**config.mk**
```make
export PLATFORM = sky130hd
export DESIGN_NAME = lfsr_encryptor
export DESIGN_NICKNAME = d
export VERILOG_FILES = /design/src/rtl/lfsr_encryptor.sv
export SDC_FILE = /design/constraint.sdc
export NUM_CORES = 1
export LEC_CHECK = 0
export CELL_PAD_IN_SITES_DETAIL_PLACEMENT = 1
export CELL_PAD_IN_SITES_GLOBAL_PLACEMENT = 2
export CORE_MARGIN = 3
export CORE_UTILIZATION = 28
export DETAILED_ROUTE_END_ITERATION = 6
export PLACE_DENSITY_LB_ADDON = 0.12
export SLEW_MARGIN = 20
export SYNTH_ARGS = -nofsm -noshare
export SYNTH_HDL_FRONTEND = slang
export SYNTH_SLANG_ARGS = --single-unit
```
**constraint.sdc**
```tcl
create_clock -name Clk -period 2.8 [get_ports Clk]
set_input_delay 0.7 -clock Clk [delete_from_list [all_inputs] [get_ports Clk]]
set_output_delay 0.7 -clock Clk [all_outputs]
set_load 0.005 [all_outputs]
```
**src/rtl/lfsr_encryptor.sv**
```systemverilog
`default_nettype none
// ============================================================================
//  Module      : lfsr_encryptor
//  Description : LFSR message cipher, forward (encrypt) direction. Reads a
//                plaintext message from data memory, builds a 64-byte
//                space-padded frame (preamble + message + post-padding),
//                XORs each byte with a 7-bit LFSR stream and writes the
//                ciphertext to data memory starting at CT_BASE.
//                Launched by a Start high->low handshake and reports
//                completion on Ack.
//  Build option: ENC_PARITY_EN - when defined, the ciphertext MSB carries
//                the even parity of the low seven cipher bits; otherwise
//                the plaintext MSB passes straight through.
//  Revision    : 1.0 - initial release
// ============================================================================
module lfsr_encryptor #(
    parameter int NUM_CHARS = 64,
    parameter int MSG_MAX   = 49,
    parameter int CT_BASE   = 64,
    parameter int PRE_MIN   = 10
) (
    input  logic       Clk,
    input  logic       Reset,
    input  logic       Start,
    output logic       Ack,
    input  logic [3:0] PreLength,
    input  logic [6:0] LfsrPtrn,
    input  logic [6:0] LfsrInit,
    output logic       MemRdEn,
    output logic [7:0] MemRdAddr,
    input  logic [7:0] MemRdData,
    output logic       MemWrEn,
    output logic [7:0] MemWrAddr,
    output logic [7:0] MemWrData
);

    // ------------------------------------------------------------------
    // Constants sized to the datapath
    // ------------------------------------------------------------------
    localparam logic [5:0] C_LAST_IDX = 6'(NUM_CHARS - 1);
    localparam logic [7:0] C_MSG_MAX  = 8'(MSG_MAX);
    localparam logic [7:0] C_CT_BASE  = 8'(CT_BASE);
    localparam logic [3:0] C_PRE_MIN  = 4'(PRE_MIN);
    localparam logic [6:0] C_LFSR_SAFE = 7'h01;   // seed used when init is all-zero
    localparam logic [7:0] C_SPACE    = 8'h20;

    // ------------------------------------------------------------------
    // State encoding
    // ------------------------------------------------------------------
    typedef enum logic [2:0] {
        S_IDLE  = 3'd0,
        S_LOAD  = 3'd1,
        S_FETCH = 3'd2,
        S_WRITE = 3'd3,
        S_DONE  = 3'd4
    } state_t;

    state_t     r_state;
    state_t     w_state_nxt;

    logic [5:0] r_idx;        // frame index i
    logic [6:0] r_lfsr;       // LFSR state for the current byte
    logic [3:0] r_pre;        // effective preamble length
    logic [6:0] r_taps;       // feedback tap mask
    logic       r_rd_issued;  // FETCH issued a read; data arrives in WRITE
    logic       r_armed;      // Start seen high since reset / last launch

    logic       w_launch;
    logic [3:0] w_pre_eff;
    logic [6:0] w_lfsr_seed;
    logic [7:0] w_idx_ext;
    logic [7:0] w_pre_ext;
    logic       w_in_msg;
    logic [7:0] w_msg_addr;
    logic [7:0] w_plain;
    logic [7:0] w_cipher;
    logic       w_ct_msb;
    logic       w_feedback;

    // ------------------------------------------------------------------
    // Shared combinational terms
    // ------------------------------------------------------------------
    assign w_launch    = (r_state == S_IDLE) && !Start && r_armed;
    assign w_pre_eff   = (PreLength < C_PRE_MIN) ? C_PRE_MIN : PreLength;
    assign w_lfsr_seed = (LfsrInit == 7'h00) ? C_LFSR_SAFE : LfsrInit;
    assign w_idx_ext   = {2'b00, r_idx};
    assign w_pre_ext   = {4'b0000, r_pre};
    // Message window: pre <= i < pre + MSG_MAX (8-bit compare, no overflow)
    assign w_in_msg    = (w_idx_ext >= w_pre_ext) &&
                         (w_idx_ext <  (w_pre_ext + C_MSG_MAX));
    assign w_msg_addr  = w_idx_ext - w_pre_ext;
    assign w_feedback  = ^(r_lfsr & r_taps);

    // Cipher byte formation for the WRITE cycle
    always_comb begin
        w_plain  = r_rd_issued ? MemRdData : C_SPACE;
        w_cipher = w_plain ^ {1'b0, r_lfsr};
`ifdef ENC_PARITY_EN
        w_ct_msb = ^w_cipher[6:0];
`else
        w_ct_msb = w_cipher[7];
`endif
    end

    // State register
    always_ff @(posedge Clk or negedge Reset) begin
        if (!Reset) begin
            r_state <= S_IDLE;
        end else begin
            r_state <= w_state_nxt;
        end
    end

    // Launch arming: a fresh launch needs Start to have been seen high
    always_ff @(posedge Clk or negedge Reset) begin
        if (!Reset) begin
            r_armed <= 1'b0;
        end else if (Start) begin
            r_armed <= 1'b1;
        end else if (w_launch) begin
            r_armed <= 1'b0;
        end
    end

    // Datapath registers: configuration capture, index and LFSR stepping
    always_ff @(posedge Clk or negedge Reset) begin
        if (!Reset) begin
            r_idx       <= 6'd0;
            r_lfsr      <= 7'd0;
            r_pre       <= 4'd0;
            r_taps      <= 7'd0;
            r_rd_issued <= 1'b0;
        end else begin
            case (r_state)
                S_LOAD: begin
                    r_pre       <= w_pre_eff;
                    r_taps      <= LfsrPtrn;
                    r_lfsr      <= w_lfsr_seed;
                    r_idx       <= 6'd0;
                    r_rd_issued <= 1'b0;
                end
                S_FETCH: begin
                    r_rd_issued <= w_in_msg;
                end
                S_WRITE: begin
                    r_lfsr      <= {r_lfsr[5:0], w_feedback};
                    r_idx       <= r_idx + 6'd1;
                    r_rd_issued <= 1'b0;
                end
                default: begin
                    r_rd_issued <= 1'b0;
                end
            endcase
        end
    end

    // Next-state and output decode
    always_comb begin
        w_state_nxt = r_state;
        Ack         = 1'b0;
        MemRdEn     = 1'b0;
        MemRdAddr   = 8'h00;
        MemWrEn     = 1'b0;
        MemWrAddr   = 8'h00;
        MemWrData   = 8'h00;

        case (r_state)
            S_IDLE: begin
                if (w_launch) begin
                    w_state_nxt = S_LOAD;
                end
            end
            S_LOAD: begin
                w_state_nxt = Start ? S_IDLE : S_FETCH;
            end
            S_FETCH: begin
                if (w_in_msg) begin
                    MemRdEn   = 1'b1;
                    MemRdAddr = w_msg_addr;
                end
                w_state_nxt = Start ? S_IDLE : S_WRITE;
            end
            S_WRITE: begin
                // The write in this cycle completes even when aborting
                MemWrEn   = 1'b1;
                MemWrAddr = C_CT_BASE + w_idx_ext;
                MemWrData = {w_ct_msb, w_cipher[6:0]};
                if (Start) begin
                    w_state_nxt = S_IDLE;
                end else if (r_idx == C_LAST_IDX) begin
                    w_state_nxt = S_DONE;
                end else begin
                    w_state_nxt = S_FETCH;
                end
            end
            S_DONE: begin
                Ack = 1'b1;
                if (Start) begin
                    w_state_nxt = S_IDLE;
                end
            end
            default: begin
                w_state_nxt = S_IDLE;
            end
        endcase
    end

endmodule
`default_nettype wire

```
==> summary.txt, run 1 <==
Highest-count cells in the layout ignoring fill and taps: sky130_fd_sc_hd__clkdlybuf4s50_1, sky130_fd_sc_hd__buf_4, sky130_fd_sc_hd__nand2_1
Ys async rst share: 100.0%
Buffers from clock root to sink, at most: 2
Skew-Pair Late Insertion Delay: 0.29 ns
Number of cells on the worst reg-to-reg path: 12
Highest attainable clock frequency: 322.9 MHz
Die area: 8095 µm²
Routability congestion estimate from global placement: 0.7523
Starting utilization of the core area: 29.90%
Violated checks: negative setup slack
Class of the worst hold path: reg2reg
Largest area contributor in the netlist: sky130_fd_sc_hd__dfrtp_1
Final global-route overflow total: 0
Clock tree skew after final layout: 0.009650 ns
Run status: finished with violations
Placed instance area: 2851 µm²
Number of input and output port buffers inserted: 54
Final hold violations: 0
Aggregate global-route resource usage: 15.06%
Critical Path Fanout Max: 3
PwrDens: 542.5 nW/µm²
Final critical-path required period: 3.097 ns
Number of cells on the worst hold path: 1
Wire length of the first global-routing pass: 9970 µm
Chip Width: 89.97 µm
Number of diodes: 0
Number of vias per cell after detailed routing: 4.660
Area of all placed cells without fillers: 3075 µm²
Setup slack, reg-to-reg: 0.64 ns
Pin count of the biggest net entering global routing: 30
Highest-delay cell along the critical path: sky130_fd_sc_hd__dfrtp_1
Area of the placeable core: 6604 µm²
Clock input transition at the sequential cells of the worst setup and hold paths: 0.07 ns
Final setup violation count: 9
Final ANT Viol Nets: 0
TritonCTS clock tree: built
Leak Pwr: 0.001407 µW
Top cells by area in the synthesized netlist: sky130_fd_sc_hd__dfrtp_1, sky130_fd_sc_hd__ha_1, sky130_fd_sc_hd__nand2_1
Area of the mapped netlist: 1974 µm²
Fraction of layout instances using a drive strength above 1: 29.07%
CTS HTree Levels: 2
Dpl hpwl: 4456 µm
Type of the worst setup path: reg2out
Flops & latches, synth: 29
Kind of end point of the critical path: output port
Critical path launch point type: register
Final wirelength: 5745 µm
Top cell by count, worst path: sky130_fd_sc_hd__ha_1
Post-Synthesis Cells: 219
Worst reg2reg path endpoint: r_rd_issued
Min-delay src: r_taps[6]
Distinct cell type count of the synthesized netlist: 42
# Max-Cap Violations: 0
Sequence of cells on the critical path: ha_1, inv_1, ha_1, nor2b_4, o21a_1, o211ai_1, a21oi_2, buf_4, buf_6, a211oi_2, buf_2
Worst-case hold path end point: r_taps[6]
Syn. warnings: 0
Arrival time worst endpoint: 2.40 ns
1st-pass router iterations: 4
Synthesized Nets: 261
Commonest non-fill, non-tap cell in the layout: sky130_fd_sc_hd__clkdlybuf4s50_1
Clock root buffer: sky130_fd_sc_hd__clkbuf_8
Final setup margin: -0.2973 ns
Area occupied by registers: 725.7 µm²
Area occupied by multi-input gates: 1242 µm²
Maximum vdd ir drop: 215.6 µV
Post-route DRC violation count: 0
Y dimension of the die: 89.97 µm
Total CTS buffers: 5
Setup slack after placement: -0.3399 ns
Clock Sinks: 29
Register area share after synthesis: 36.76%
Layout area overhead: 55.77%
Routed length per placed instance: 14.15 µm
Violation count after the first detailed-route iteration: 44
Startpoint of the worst register-to-register path: r_pre[1]
Dominant register cell in the synthesized netlist: sky130_fd_sc_hd__dfrtp_1
Average cell area after synthesis: 9.015 µm²
Site row count: 29
Setup repair after global routing missed its margin: yes
Count of vias placed by the detailed router: 1,892
Worst EP required: 2.10 ns
Final period util: 110.6%
CTS Hold Buffers Added: 0
Filler Cells Inserted: 779
Total power of the final layout: 1668 µW
Number of synthesized flops with an enable pin: 0
Final-stage net count: 355
Max stage delay on crit path: 0.39 ns
Number of antenna violations at the first check in global routing: 0
Count of final max-slew check failures: 0
Share of Yosys cell area claimed by the top area cell type: 36.76%
Number of global-route vias before repair: 1,980
Count of pins on the block boundary: 56
==> critical path, delay by kind of cell (launching register included) <==
family / cells / cell delay (ns)
AND/OR/NAND/NOR: 1 / 0.13
AO/OA/AOI/OAI: 4 / 0.59
adder cells (fa/ha/maj): 2 / 0.56
flip-flops: 1 / 0.39
buffers and inverters: 4 / 0.45
==> routing by layer <==
layer / part of all wire, % / global-route usage, % / up-vias
met3: 3.3 / 4.007 / 4
li1: - / - / 940
met2: 49 / 25.13 / 29
met5: 0 / 0 / -
met1: 47 / 19.72 / 919
met4: 0.63 / 3.061 / 0
==> state kept, by name, summed over array words and instances, names as in the netlist <==
signal,cells
r_idx,6
r_pre,4
r_armed,1
r_state,3
r_taps,7
r_lfsr,7
r_rd_issued,1
==> through the flow <==
stage / instances / TNS, ns / hold WS, ns / utilization [%]
after floorplan: 219 / 0 / 0.4044 / -
after global placement: 391 / -2.255 / 0.4921 / 43.18
after detailed placement: 391 / -2.702 / 0.4982 / 43.18
after CTS: 404 / -2.453 / 0.5138 / 45.57
after global routing: 406 / -3.664 / 0.5387 / 46.57
final: 406 / -2.296 / 0.5075 / 46.57
==> layout make-up <==
cell class | instances | share of cell area (%)
Inverter | 9 | 1.098
Clock inverter | 2 | 1.139
Multi-Input combinational cell | 170 | 40.40
Sequential cell | 29 | 23.60
Timing Repair Buffer | 98 | 27.75
Tap cell | 93 | 3.784
Clock buffer | 5 | 2.238
==> report_power, final <==
| part | leakage [µW] | switching, µW | internal [µW] | total (µW) |
|---|---|---|---|---|
| combinational | 0.000991 | 302 | 363 | 665 |
| sequential | 0.000361 | 72.7 | 504 | 576 |
| clock | 0.0000540 | 168 | 258 | 427 |
| total | 0.00141 | 543 | 1130 | 1670 |
==> worst max path at each step <==
stage	end	from	cells past startpoint
floorplan	MemRdAddr[7]	r_pre[0]	9
global placement	MemRdAddr[0]	r_pre[1]	10
detailed placement	MemRdAddr[1]	r_pre[1]	10
CTS	MemRdAddr[1]	r_pre[1]	11
global route	MemRdAddr[5]	r_pre[0]	11
finish	MemRdAddr[5]	r_pre[0]	11
==> cells by family after synthesis <==
logic type      count (synthesis)  synth area share, %
mux                            14                7.542
flops                          29                36.76
other cells                     1               0.1899
xor+xnor                       17                7.542
buf+inv                        20                4.879
simple gates                   89                22.18
fa+ha+maj                      13                8.618
compound gates                 36                12.29
==> repair_timing <==
action	in CTS	in global routing
gates resized for setup	47	15
endpoints found under the setup margin	9	15
pin swaps	10	5
setup buffers	6	2
==> synthesized netlist by cell type, types with 7 or more instances <==
cell type	n
sky130_fd_sc_hd__nor2_1	16
sky130_fd_sc_hd__xor2_1	8
sky130_fd_sc_hd__xnor2_1	9
sky130_fd_sc_hd__ha_1	12
sky130_fd_sc_hd__and3_1	7
sky130_fd_sc_hd__nand2_1	34
sky130_fd_sc_hd__o21ai_0	16
sky130_fd_sc_hd__mux2i_1	7
sky130_fd_sc_hd__inv_1	9
sky130_fd_sc_hd__mux2_2	7
sky130_fd_sc_hd__dfrtp_1	29
(Power assumes the default switching activity.)
==> inputs of run 2 (changes only) <==
CAP_MARGIN = 20   (was default)
GPL_TIMING_DRIVEN = 1   (was default)
==> results of run 2 <==
No change in the layout: final DEF, timing and power equal those of run 1.
